===== config.mk =====
export PLATFORM = sky130hd
export DESIGN_NAME = cla_slice_sequencer
export DESIGN_NICKNAME = d
export VERILOG_FILES = /design/src/rtl/cla_slice_sequencer.sv
export SDC_FILE = /design/constraint.sdc
export NUM_CORES = 1
export LEC_CHECK = 0
export ABC_AREA = 1
export CAP_MARGIN = 30
export CORE_MARGIN = 10
export CORE_UTILIZATION = 40
export CTS_CLUSTER_SIZE = 40
export DETAILED_ROUTE_END_ITERATION = 10
export DONT_BUFFER_PORTS = 1
export PLACE_DENSITY = 0.54
export SYNTH_ARGS = -nofsm -noshare
export SYNTH_HDL_FRONTEND = slang
export SYNTH_SLANG_ARGS = --single-unit

===== constraint.sdc =====
create_clock -name clk -period 3.95 [get_ports clk]
set_input_delay 0.395 -clock clk [delete_from_list [all_inputs] [get_ports clk]]
set_output_delay 0.395 -clock clk [all_outputs]
set_load 0.05 [all_outputs]

===== src/rtl/cla_slice_sequencer.sv =====
// Multi-cycle WIDTH-bit add/subtract on a shared external SLICE-bit CLA, one slice per cycle, low slice first.
// Accept in IDLE, NSLICE RUN cycles, then hold the result in DONE until out_ready.
module cla_slice_sequencer #(
    parameter int WIDTH = 51,
    parameter int SLICE = 17
) (
    input  logic             clk,
    input  logic             rst,
    input  logic             in_valid,
    output logic             in_ready,
    input  logic [WIDTH-1:0] in_a,
    input  logic [WIDTH-1:0] in_b,
    input  logic             in_sub,
    output logic             out_valid,
    input  logic             out_ready,
    output logic [WIDTH-1:0] out_s,
    output logic             out_cout,
    output logic [SLICE-1:0] slc_a,
    output logic [SLICE-1:0] slc_b,
    output logic             slc_cin,
    input  logic [SLICE-1:0] slc_s,
    input  logic             slc_cout
);

    localparam int NSLICE   = (WIDTH + SLICE - 1) / SLICE;
    localparam int PW       = NSLICE * SLICE;
    localparam int REM      = WIDTH % SLICE;
    localparam int COUT_BIT = (REM == 0) ? 0 : REM;
    localparam int IW       = (NSLICE > 1) ? $clog2(NSLICE) : 1;
    localparam logic [IW-1:0] LAST_IDX = IW'(NSLICE - 1);

    typedef enum logic [1:0] {
        IDLE = 2'd0,
        RUN  = 2'd1,
        DONE = 2'd2
    } state_t;

    state_t           state;
    state_t           state_nxt;
    logic [WIDTH-1:0] a_reg;
    logic [WIDTH-1:0] b_reg;
    logic             carry;
    logic [IW-1:0]    idx;
    logic [PW-1:0]    a_pad;
    logic [PW-1:0]    b_pad;
    logic [WIDTH-1:0] sum_nxt;
    logic             last;

    // b_reg already holds the inverted operand, so padding zeros land after inversion.
    assign a_pad = PW'(a_reg);
    assign b_pad = PW'(b_reg);
    assign last  = (idx == LAST_IDX);

    assign in_ready  = (state == IDLE);
    assign out_valid = (state == DONE);

    always_comb begin
        slc_a   = '0;
        slc_b   = '0;
        slc_cin = 1'b0;
        if (state == RUN) begin
            slc_a   = a_pad[int'(idx)*SLICE +: SLICE];
            slc_b   = b_pad[int'(idx)*SLICE +: SLICE];
            slc_cin = carry;
        end
    end

    // Merge the current CLA slice into the result; bits beyond WIDTH are dropped.
    always_comb begin
        sum_nxt = out_s;
        for (int i = 0; i < WIDTH; i++) begin
            if ((i / SLICE) == int'(idx)) begin
                sum_nxt[i] = slc_s[i % SLICE];
            end
        end
    end

    always_comb begin
        state_nxt = state;
        unique case (state)
            IDLE: if (in_valid) state_nxt = RUN;
            RUN:  if (last) state_nxt = DONE;
            DONE: if (out_ready) state_nxt = IDLE;
            default: state_nxt = IDLE;
        endcase
    end

    always_ff @(posedge clk) begin
        if (rst) begin
            state <= IDLE;
        end else begin
            state <= state_nxt;
        end
    end

    always_ff @(posedge clk) begin
        if (rst) begin
            a_reg    <= '0;
            b_reg    <= '0;
            carry    <= 1'b0;
            idx      <= '0;
            out_s    <= '0;
            out_cout <= 1'b0;
        end else begin
            unique case (state)
                IDLE: begin
                    if (in_valid) begin
                        a_reg <= in_a;
                        b_reg <= in_b ^ {WIDTH{in_sub}};
                        carry <= in_sub;
                        idx   <= '0;
                        out_s <= '0;
                    end
                end
                RUN: begin
                    out_s <= sum_nxt;
                    carry <= slc_cout;
                    idx   <= idx + IW'(1);
                    // With a padded top slice the true carry out is the first padding sum bit.
                    if (last) begin
                        out_cout <= (REM == 0) ? slc_cout : slc_s[COUT_BIT];
                    end
                end
                default: begin
                end
            endcase
        end
    end

endmodule


==> impl_results.md <==
- Routed WL: 22000 um
- Final setup viols: 0
- Post-Route Utilization: 45.8%
- Sequential-to-total area share from yosys stat: 44.2%
- Fin crit share: 67.9%
- Min Tclk post-route: 2.68 ns
- Synthesized Nets: 1140
- Wire length per cell: 17.8 um
- CTS Root Cell: clkbuf_16
- H-tree levels: 4
- Largest net degree at the start of global routing: 92
- Slew @ Worst Pin: 0.943 ns
- Yosys reg bits: 159
- Largest cells by area after synthesis: dfxtp_1 44%, nand2_1 12%, nor2_1 12%
- Clock slew at reported path FFs: 0.06 ns
- Clk_lat worst skew: 0.42 ns
- Most common cell after layout, fill and taps aside: nand2_1
- DR iter-0 viols: 387
- Placer Congestion: 0.771
- Final hold vios: 0
- DR pass1 iterations: 5
- Crit-path max FO: 34
- Core ar.: 0.0175 mm^2
- Mean cell area of the mapped netlist: 7.11 um^2
- VDD IR-drop max: 0.328 mV
- Final clock skew: 0.00662 ns
- Setup TNS: 0 ns
- Unique masters post-synth: 22
- # clock sinks: 159
- First-pass GRT wire length: 34800 um
- Cell chain of the critical path: nor2_4 > nand2_1 > a21oi_1 > buf_4
- Initial antenna violation count: 1
- Startpoint types: flip-flop
- Post-CTS Hold Buffers: 0
- Number of global-route vias before repair: 6102
- CTS max path bufs: 2
- Port Buffers: 0
- Final Net Count: 1131
- Via density per instance: 5.00
- Post-synthesis cell count: 1012
- ANT nets after route: 0
- GRT Total Usage: 18.0%
- Layout area overhead: 11.2%
- CTS buffer count: 17
- Fraction of layout cells with a size suffix above 1: 8.86%
- Most frequent cells in the layout: 229 x nand2_1, 225 x nor2_1, 158 x dfxtp_1
- Pwr dens: 518 mW/mm^2
- Synth top area share: 44.2%
- CP endpoint kind: output port
- # resized after CTS: 0
- Initial Utilization: 41.2%
- Cell Area, Synth: 0.00720 mm^2
- Warnings from Yosys: 0
- Unrepaired setup endpoints after global routing: no
- Final Slew Violations: 0
- Maxcap violations: 0
- Top Ports: 214
- Total gr overflow: 0
- Ant. Diodes: 0
- DP HPWL: 14900 um
- P_leak: 3.24 nW
- Die H: 154 um
- CP Data Required Time: 3.56 ns
- Crit-path slowest cell: nor2_4
- Synth area leader: dfxtp_1
- Crit Path Category: reg -> out
- Max Freq: 0.373 GHz
- Remaining DRCs: 0
- Worst Hold Class: in -> reg
- Die W: 154 um
- Outcome: complete, no violations
- Via Count: 6203
- Row cnt: 48
- Setup Slack @ Placement: 1.67 ns
- Final Worst Setup Slack: 1.27 ns
- Critical path's largest stage delay: 0.77 ns
- Die ar.: 0.0238 mm^2
- Slew headroom: 37.0%
- Setup bufs post-CTS: 0
- CTS tree: yes
- Arrival time worst endpoint: 2.29 ns
[Yosys cell counts]
library cell / instances
nand2_1: 229
nor2_1: 225
dfxtp_1: 159
a21oi_1: 125
o21ai_0: 87
xor2_1: 51
buf_2: 28
inv_1: 28
clkbuf_1: 21
nand3b_1: 17
buf_4: 15
buf_6: 8
nand2_2: 6
ha_1: 3
nand3_1: 2
nor2_4: 2
a31oi_1: 1
buf_1: 1
inv_2: 1
nand2_4: 1
nand3_2: 1
nor2_2: 1
[area by class of cell]
type	instances	area, um^2
Fill cell	1849	9470
Multi-Input combinational cell	751	3490
Sequential cell	159	3180
Clock buffer	21	480
Timing Repair Buffer	45	359
Tap cell	225	282
Inverter	29	109
Clock inverter	11	105
[worst max-delay path: cells and delay by family (launching register included)]
kind,cells,cell delay [ns]
AO/OA/AOI/OAI,1,0.22
AND/OR/NAND/NOR,2,0.98
flip-flops,1,0.42
buffers and inverters,1,0.24
[layer usage]
metal | vias up | share of wire [%] | GRT usage, %
met1 | 2828 | 44 | 23.3
met5 | - | 0.032 | 0
met3 | 17 | 9.6 | 8.15
li1 | 3179 | - | -
met4 | 2 | 0.78 | 4.14
met2 | 177 | 45 | 26.8
[where the power goes]
group / internal [mW] / total (mW) / switching (mW) / leakage (nW)
combinational: 0.204 / 0.625 / 0.422 / 1.66
clock: 0.938 / 1.61 / 0.676 / 0.278
sequential: 1.72 / 1.91 / 0.183 / 1.31
total: 2.87 / 4.15 / 1.28 / 3.24
[worst paths after layout]
check / start / end / slack (ns) / cells after the start
worst max register to register: state[1]$_SDFFE_PP0P_ / b_pad[29]$_SDFFE_PP0P_ / 1.76 / 6
worst min register to register: b_pad[27]$_SDFFE_PP0P_ / b_pad[27]$_SDFFE_PP0P_ / 0.46 / 2
worst max-delay path: idx[0]$_SDFFE_PP0P_ / slc_b[12] / 1.27 / 4
worst min-delay path: rst / out_s[19]$_SDFFE_PP0P_ / 0.04 / 1
[sequential cells by signal, indices dropped and copies added (netlist names)]
register,count
carry,1
state,2
b_pad,51
out_s,51
out_cout,1
idx,2
a_pad,51
[cells by family (layout without fill, tap and decap cells)]
group                      after synthesis  count (layout)  synth area share (%)
DFF                                    159             159                  44.2
AOI/OAI and AO/OA                      213             213                  14.8
xor gates and xnor gates                51              51                  6.21
and+or+nand+nor                        484             484                  26.8
buffers and inverters                  102             106                  7.42
adders and majority gates                3               3                 0.522
[through the flow]
stage	power (mW)	area [um^2]	hold slack, ns	cells
after CTS	4.20	8010	0.0207	1241
after global placement	2.57	7390	0.447	1206
after global routing	4.36	8010	0.0181	1241
final	4.15	8010	0.0426	1241
after floorplan	2.45	7200	0.440	1012
after detailed placement	2.58	7420	0.446	1209
No activity file was read; power rests on OpenSTA's default activity.
